$ cat config.mk
export PLATFORM = sky130hd
export DESIGN_NAME = lock_code_sender
export DESIGN_NICKNAME = d
export VERILOG_FILES = /design/src/rtl/lock_code_sender_pkg.sv /design/src/rtl/lock_code_sender.sv
export SDC_FILE = /design/constraint.sdc
export NUM_CORES = 1
export LEC_CHECK = 0
export CAP_MARGIN = 20
export CORE_MARGIN = 3
export CORE_UTILIZATION = 52
export CTS_CLUSTER_SIZE = 14
export DETAILED_ROUTE_END_ITERATION = 10
export PLACE_DENSITY = 0.87
export SYNTH_ARGS = -nofsm -noshare
export SYNTH_HDL_FRONTEND = slang
export SYNTH_SLANG_ARGS = --single-unit
$ cat constraint.sdc
create_clock -name clk -period 1.99 [get_ports clk]
set_input_delay 0.398 -clock clk [delete_from_list [all_inputs] [get_ports clk]]
set_output_delay 0.398 -clock clk [all_outputs]
set_load 0.1 [all_outputs]
$ cat src/rtl/lock_code_sender_pkg.sv
// Shared definitions for the lock code sender.
//   state_e        : FSM state encoding
//   DIGIT_W        : bits per keypad digit ({a,b})
//   RELOCK_DIGIT   : digit driven while the sender re-locks the controller
//   cnt_width()    : width of the per-state cycle counter
package lock_code_sender_pkg;

  typedef enum logic [2:0] {
    S_IDLE   = 3'd0,
    S_SETUP  = 3'd1,
    S_STROBE = 3'd2,
    S_CHECK  = 3'd3,
    S_OPEN   = 3'd4,
    S_RELOCK = 3'd5,
    S_CLEAR  = 3'd6
  } state_e;

  localparam int DIGIT_W = 2;
  localparam logic [DIGIT_W-1:0] RELOCK_DIGIT = 2'b00;

  // Wide enough to hold the larger of the two reload values.
  function automatic int cnt_width(input int setup_c, input int open_c);
    return $clog2((setup_c > open_c) ? setup_c : open_c) + 1;
  endfunction

endpackage

$ cat src/rtl/lock_code_sender.sv
// lock_code_sender: serialises a parallel access code onto the lock
// controller's keypad interface, judges the controller's response and
// returns the controller to a clean state afterwards.
//
// Ports
//   clk, rst_n      clock, asynchronous active-low reset
//   start           send request (sampled in IDLE only)
//   code            NUM_DIGITS digits, digit 0 in the low two bits
//   lock_out        controller unlocked indication
//   lock_err        controller error indication
//   a, b            current digit (a = digit bit 1, b = digit bit 0)
//   enter           one-cycle digit strobe (also used to re-lock)
//   ctrl_rst        one-cycle reset pulse to the controller
//   busy            high whenever not IDLE
//   done            one-cycle pulse on the first IDLE cycle after a run
//   granted/denied  result of the last run, held until the next start
module lock_code_sender
  import lock_code_sender_pkg::*;
#(
  parameter int unsigned NUM_DIGITS   = 2,
  parameter int unsigned SETUP_CYCLES = 2,
  parameter int unsigned OPEN_CYCLES  = 8
) (
  input  logic                          clk,
  input  logic                          rst_n,
  input  logic                          start,
  input  logic [DIGIT_W*NUM_DIGITS-1:0] code,
  input  logic                          lock_out,
  input  logic                          lock_err,
  output logic                          a,
  output logic                          b,
  output logic                          enter,
  output logic                          ctrl_rst,
  output logic                          busy,
  output logic                          done,
  output logic                          granted,
  output logic                          denied
);

  localparam int CODE_W = DIGIT_W * NUM_DIGITS;
  localparam int CW     = cnt_width(SETUP_CYCLES, OPEN_CYCLES);
  localparam int IW     = $clog2(NUM_DIGITS) + 1;

  localparam logic [CW-1:0] SETUP_LOAD = CW'(SETUP_CYCLES - 1);
  localparam logic [CW-1:0] OPEN_LOAD  = CW'(OPEN_CYCLES - 1);
  localparam logic [IW-1:0] LAST_IDX   = IW'(NUM_DIGITS - 1);

  state_e            state_q;
  logic [CW-1:0]     cnt_q;
  logic [IW-1:0]     idx_q;
  logic [CODE_W-1:0] code_q;
  logic [CODE_W-1:0] code_nxt;
  logic              a_q, b_q, enter_q, ctrl_rst_q, done_q;
  logic              granted_q, denied_q;

  // The current digit always sits in the low bits of code_q; advancing to
  // the next digit is a shift by one digit width.
  assign code_nxt = code_q >> DIGIT_W;

  // All outputs come from registers; busy is a pure decode of the state.
  always_ff @(posedge clk or negedge rst_n) begin
    if (!rst_n) begin
      state_q    <= S_IDLE;
      cnt_q      <= '0;
      idx_q      <= '0;
      code_q     <= '0;
      a_q        <= 1'b0;
      b_q        <= 1'b0;
      enter_q    <= 1'b0;
      ctrl_rst_q <= 1'b0;
      done_q     <= 1'b0;
      granted_q  <= 1'b0;
      denied_q   <= 1'b0;
    end else begin
      // Strobes are single-cycle unless a transition below re-asserts them.
      enter_q    <= 1'b0;
      ctrl_rst_q <= 1'b0;
      done_q     <= 1'b0;

      unique case (state_q)
        S_IDLE: begin
          if (start) begin
            code_q    <= code;
            idx_q     <= '0;
            cnt_q     <= SETUP_LOAD;
            granted_q <= 1'b0;
            denied_q  <= 1'b0;
            a_q       <= code[1];
            b_q       <= code[0];
            state_q   <= S_SETUP;
          end
        end

        S_SETUP: begin
          // A latched controller error makes the rest of the code pointless.
          if (lock_err) begin
            denied_q   <= 1'b1;
            ctrl_rst_q <= 1'b1;
            a_q        <= 1'b0;
            b_q        <= 1'b0;
            state_q    <= S_CLEAR;
          end else if (cnt_q == '0) begin
            enter_q <= 1'b1;
            state_q <= S_STROBE;
          end else begin
            cnt_q <= cnt_q - 1'b1;
          end
        end

        S_STROBE: begin
          if (idx_q == LAST_IDX) begin
            a_q     <= 1'b0;
            b_q     <= 1'b0;
            state_q <= S_CHECK;
          end else begin
            idx_q   <= idx_q + 1'b1;
            code_q  <= code_nxt;
            a_q     <= code_nxt[1];
            b_q     <= code_nxt[0];
            cnt_q   <= SETUP_LOAD;
            state_q <= S_SETUP;
          end
        end

        S_CHECK: begin
          // Only a clean unlock counts; both-high or both-low are failures.
          if (lock_out && !lock_err) begin
            granted_q <= 1'b1;
            cnt_q     <= OPEN_LOAD;
            a_q       <= RELOCK_DIGIT[1];
            b_q       <= RELOCK_DIGIT[0];
            state_q   <= S_OPEN;
          end else begin
            denied_q   <= 1'b1;
            ctrl_rst_q <= 1'b1;
            state_q    <= S_CLEAR;
          end
        end

        S_OPEN: begin
          if (cnt_q == '0) begin
            // An enter while unlocked drops the controller back to its
            // initial state.
            enter_q <= 1'b1;
            a_q     <= RELOCK_DIGIT[1];
            b_q     <= RELOCK_DIGIT[0];
            state_q <= S_RELOCK;
          end else begin
            cnt_q <= cnt_q - 1'b1;
          end
        end

        S_RELOCK: begin
          done_q  <= 1'b1;
          state_q <= S_IDLE;
        end

        S_CLEAR: begin
          done_q  <= 1'b1;
          state_q <= S_IDLE;
        end

        default: begin
          state_q <= S_IDLE;
        end
      endcase
    end
  end

  assign a        = a_q;
  assign b        = b_q;
  assign enter    = enter_q;
  assign ctrl_rst = ctrl_rst_q;
  assign busy     = (state_q != S_IDLE);
  assign done     = done_q;
  assign granted  = granted_q;
  assign denied   = denied_q;

endmodule
==> qor.csv, run 1 <==
stage,metric,value,unit
clock_network,path_clk_slew,100,ps
finish,final_nets,146,
finish,diodes,0,
clock_network,clock-sinks,18,
logic_synthesis,synth_fa_ha_area_share,3.542,%
setup_path,worstSetupStartpointType,register,
setup_path,cp_slowest_cell,dfrtp_2,
clock_network,numCtsBuffers,3,
finish,area_growth,23.61,%
global_routing,first_global_vias,854,
logic_synthesis,ys.flop_type,dfrtp_1,
global_routing,grt_pass1_wl,3.719,mm
logic_synthesis,ys_top_cells_by_area,"dfrtp_1 (43%), o21ai_0 (4.3%), ha_1 (3.5%)",
logic_synthesis,synth_xor_area_share,2.479,%
sta,hold_slack,429.9,ps
global_routing,grt_usage,18.76,%
logic_synthesis,synth_nets,120,
sta,maxSlewViolCount,0,
setup_path,cp-end-kind,primary output,
logic_synthesis,ys_seq_area_share,42.50,%
floorplanning,die_area,2616,um2
floorplanning,die_width,51.15,um
floorplanning,rows,15,
clock_network,cts_max_level,1,
global_routing,grt_use_met3,4.373,%
routing,wl,2.320,mm
hold_path,hp-class,in -> async,
routing,first_iter_violations,48,
logic_synthesis,synthMuxAreaShare,6.257,%
logic_synthesis,synth_top_family_by_area,simple AND/OR/NAND/NOR gates,
placed_design,io_buffers,16,
routing,dr.pass1.iters,4,
setup_path,cpPeakStageDelay,510,ps
routing,via_count,935,
placed_design,gp_congestion,0.8245,
setup_path,crit_path_cell_trace,"buf_4, or3_1, buf_12",
logic_synthesis,netlist_area,1060,um2
finish,fin_area,1310,um2
finish,layout-drive-gt1-share,23.48,%
setup_path,cp.arrival,1540,ps
sta,final.period_utilization,97.31,%
sta,fmax,516.4,MHz
global_routing,gr-total-overflow,0,
logic_synthesis,synthArstFlopShare,100.0,%
setup_path,cp.required,1590,ps
setup_path,path_buf_inv,2,
floorplanning,die_h,51.15,um
routing,drtAntennaViolNets,0,
global_routing,antenna_found_initial,0,
logic_synthesis,synth_top_area_cell,dfrtp_1,
clock_network,clock_latency,290,ps
sta,finalSetupViolCount,0,
global_routing,grtUsageMet2,31.97,%
sta,hold_violations,0,
status,status,completed,
logic_synthesis,synth_edf_count,0,
logic_synthesis,syn_inst,108,
clock_network,cts-root-buf,clkbuf_4,
global_routing,grt_util_met1,23.32,%
logic_synthesis,yosys.area_share.simple,20.19,%
sta,tightest_slew,486.9,ps
placed_design,dpl.hpwl,1.661,mm
floorplanning,core_area,1821,um2
routing,post-route-drc-count,0,
clock_network,tritoncts,done,
sta,finalClockSkew,0.9149,ps
logic_synthesis,avgSynthCellArea,9.813,um2
sta,max_slew_margin,67.09,%
logic_synthesis,synth-seq-cells,18,
logic_synthesis,synth.distinct_cells,41,
placed_design,placement.cell_area,1255,um2
floorplanning,start_util,58.21,%
flow_run,cap_viol_max_count,0,
clock_network,cts_buffer_depth,2,
finish,stdcell_count,157,
setup_path,crit_fanout,13,
global_routing,grt_start_max_net_pins,19,
routing,via_per_inst,5.955,
sta,period_needed,1936,ps
global_routing,busiest_layer,met2,
logic_synthesis,synth.top_cell.area_share,42.50,%
logic_synthesis,yosys_warnings,0,
logic_synthesis,synth_compound_area_share,19.72,%
floorplanning,io_pins,17,
routing,wire_per_inst,14.78,um
sta,setup_tns,0,ps
setup_path,cp_top_family,flip-flops,
setup_path,worstSetupPathType,reg -> out,
placed_design,dp.cells,150,
## cells in the final DEF, fill, tap and decap left out, types with 2 or more instances in the layout
| cell | instances |
|---|---|
| mux2_1 | 2 |
| a21oi_1 | 3 |
| a32o_1 | 2 |
| clkbuf_4 | 3 |
| dfrtp_2 | 2 |
| nand2b_1 | 4 |
| nand2_1 | 5 |
| a31oi_1 | 2 |
| xnor2_1 | 2 |
| o21bai_1 | 2 |
| dfrtp_1 | 16 |
| buf_4 | 18 |
| or2_1 | 2 |
| a22o_1 | 4 |
| nor2_1 | 10 |
| nand3b_1 | 2 |
| o21ai_0 | 9 |
| mux2_2 | 3 |
| inv_1 | 4 |
| clkdlybuf4s50_1 | 8 |
| o31ai_1 | 2 |
| nor3_1 | 2 |
| ha_1 | 3 |
| nor2b_1 | 4 |
## area by class of cell
class                   instances  area, um2
fillers                       135      510.5
inverters                       4      15.01
flip-flops and latches         18      452.9
repair buffers                 27      235.2
well taps                      25      31.28
clock buffers                   3      22.52
multi-input cells              80      553.0
## per-stage QoR
step	util, %	setup slack [ps]
2_1_floorplan	-	167.6
3_3_place_gp	68.93	41.83
3_5_place_dp	68.93	15.97
4_1_cts	70.31	10.93
5_1_grt	71.96	-27.43
6_report	71.96	53.58
## worst paths after layout
path | start | to | slack [ps] | cells past startpoint
worst max-delay path | state_q[2] | busy | 50 | 3
worst min-delay path | rst_n | state_q[1] | 430 | 2
max in group asynchronous | rst_n | state_q[0] | 1360 | 2
worst max register to register | cnt_q[0] | cnt_q[1] | 80 | 6
worst min register to register | granted | granted | 510 | 2
min in group clk | granted | granted | 510 | 2
## worst register-to-register path: stages, from the launching register on
cell	delay, ps
dfrtp_1	430
inv_1	100
ha_1	160
or3b_1	420
nor3_2	280
nor2_2	80
mux2_1	320
## what timing repair did
item,4_1_cts,5_1_grt
setup buffers,0,4
setup endpoints to repair,1,1
resized for setup,2,0
hold buffers,0,0
## metal layers
metal | routed length [um] | up-vias
met2 | 1156 | 51
met5 | 0 | -
met4 | 32 | 0
li1 | - | 431
met1 | 918 | 449
met3 | 212 | 4
## sequential cells by signal, summed over array words and instances, names as in the netlist
signal    count
enter         1
code_q        2
granted       1
state_q       3
b             1
ctrl_rst      1
cnt_q         4
denied        1
idx_q         2
done          1
a             1
## kinds of logic after synthesis
| kind of cell | after synthesis |
|---|---|
| fa+ha+maj | 3 |
| compound gates | 30 |
| flops | 18 |
| buf+inv | 10 |
| simple gates | 38 |
| xor+xnor | 3 |
| mux | 6 |
## cell usage after synthesis, types with 3 or more instances
master	number
ha_1	3
mux2_2	3
dfrtp_1	18
nand2_1	5
a22o_1	4
o21ai_0	9
nor2b_1	4
inv_1	4
a21oi_1	3
nor2_1	10
nand2b_1	4
Power of run 1 is not shown: default switching activity piles up to over one toggle a cycle in this logic, so the estimate is an artifact.
==> inputs of run 2 (changes only) <==
Settings changed: PLACE_DENSITY 0.87 to 0.81.
==> run 2 against run 1 <==
Sequential share of layout area up 0.75 points. Sequential cell count did not move. Via count down 5.8%. Clock-buffer cell count did not move. Critical path depth is the same. Global-route usage increased by 1.6 points. Hold slack got worse by 15 ps. Fmax down 0.13%. Critical path type unchanged. Critical endpoint unchanged.
==> qor.csv, run 2 (same netlist as run 1, synthesis figures left out) <==
stage,metric,value,unit
status,status,completed,
global_routing,first_global_vias,895,
sta,hold_violations,0,
sta,final.period_utilization,97.43,%
setup_path,cp.arrival,1540,ps
floorplanning,die_width,51.15,um
flow_run,cap_viol_max_count,0,
placed_design,dp_slack,13.28,ps
setup_path,regToRegEndpoint,cnt_q[1],
finish,mostFrequentLayoutCell,dfrtp_1,
finish,final_cell_mix,"dfrtp_1 (17), buf_4 (14), nor2_1 (10)",
clock_network,cts_setup_buffers,0,
clock_network,ctsResizeCount,1,
sta,tightest_slew,573.7,ps
routing,wl,2.285,mm
global_routing,grt_usage,20.40,%
routing,via_count,881,
routing,drtAntennaViolNets,0,
floorplanning,core_area,1821,um2
setup_path,crit_path_cell_trace,"buf_4, or3_1, buf_12",
clock_network,path_clk_slew,100,ps
global_routing,antenna_found_initial,0,
floorplanning,rows,15,
placed_design,gp_congestion,0.8444,
setup_path,r2r_cells,5,
routing,post-route-drc-count,0,
clock_network,numCtsBuffers,3,
finish,regMostFlops,cnt_q,
clock_network,ctsHoldBuffers,0,
clock_network,clock_latency,290,ps
sta,timing.final.ws_setup,51.09,ps
finish,largestRegisters,"cnt_q (4), state_q (3)",
clock_network,tritoncts,done,
global_routing,gr-total-overflow,0,
setup_path,cp.required,1590,ps
setup_path,cpPeakStageDelay,510,ps
setup_path,worstSetupStartpointType,register,
setup_path,cp-end-kind,primary output,
global_routing,grt_pass1_wl,3.870,mm
setup_path,r2r_setup_slack,90,ps
setup_path,path_buf_inv,2,
setup_path,worst-path-stages,3,
setup_path,cp_slowest_cell,dfrtp_2,
sta,period_needed,1939,ps
global_routing,grt_start_max_net_pins,19,
floorplanning,die_h,51.15,um
routing,wire_per_inst,14.93,um
floorplanning,io_pins,17,
sta,finalSetupViolCount,0,
setup_path,cp_top_family,flip-flops,
sta,rsz0062_at_grt,false,
finish,final_nets,142,
floorplanning,start_util,58.21,%
placed_design,dpl.hpwl,1.750,mm
placed_design,io_buffers,16,
routing,dr.pass1.iters,4,
sta,max_slew_margin,61.21,%
finish,area_growth,20.66,%
clock_network,clock-sinks,18,
setup_path,timing.rr.start,idx_q[0],
sta,setup_tns,0,ps
floorplanning,die_area,2616,um2
finish,largest_reg_flops,4,
sta,fmax,515.8,MHz
clock_network,cts-root-buf,clkbuf_4,
finish,diodes,0,
clock_network,cts_max_level,1,
setup_path,crit_fanout,13,
sta,maxSlewViolCount,0,
sta,finalClockSkew,1.341,ps
finish,layout-drive-gt1-share,20.31,%
routing,via_per_inst,5.758,
hold_path,hp-class,in -> async,
routing,first_iter_violations,33,
setup_path,worstSetupPathType,reg -> out,
clock_network,cts_buffer_depth,2,
run 2: worst max-delay path by stage:
| stage | end | from | slack, ps |
|---|---|---|---|
| floorplan | busy | state_q[2] | 170 |
| global placement | cnt_q[2] | start | 40 |
| detailed placement | cnt_q[1] | start | 10 |
| CTS | busy | state_q[2] | 60 |
| global route | busy | state_q[2] | 20 |
| finish | busy | state_q[2] | 50 |
run 2: metrics by stage:
step | utilization, % | area [um2] | hold WS, ps | std cells
global route | 70.24 | 1279 | 429.8 | 153
global placement | 68.93 | 1255 | 484.3 | 150
detailed placement | 68.93 | 1255 | 485.5 | 150
floorplan | - | 1060 | 102.4 | 108
finish | 70.24 | 1279 | 415.1 | 153
CTS | 70.24 | 1279 | 423.8 | 153
run 2: area by class of cell:
class	instances	area (um2)
Clock buffer	3	22.52
Fill cell	147	541.8
Inverter	4	15.01
Multi-Input combinational cell	80	553.0
Sequential cell	18	451.7
Tap cell	25	31.28
Timing Repair Buffer	23	205.2
run 2: routing by layer:
layer / global-route usage, % / share of wire, % / vias to the layer above
li1: - / - / 428
met1: 25.09 / 46 / 410
met2: 32.62 / 46 / 36
met3: 4.956 / 6.2 / 7
met4: 11.21 / 2.0 / 0
met5: 0 / 0 / -
Power of run 2 is left out for the same reason.
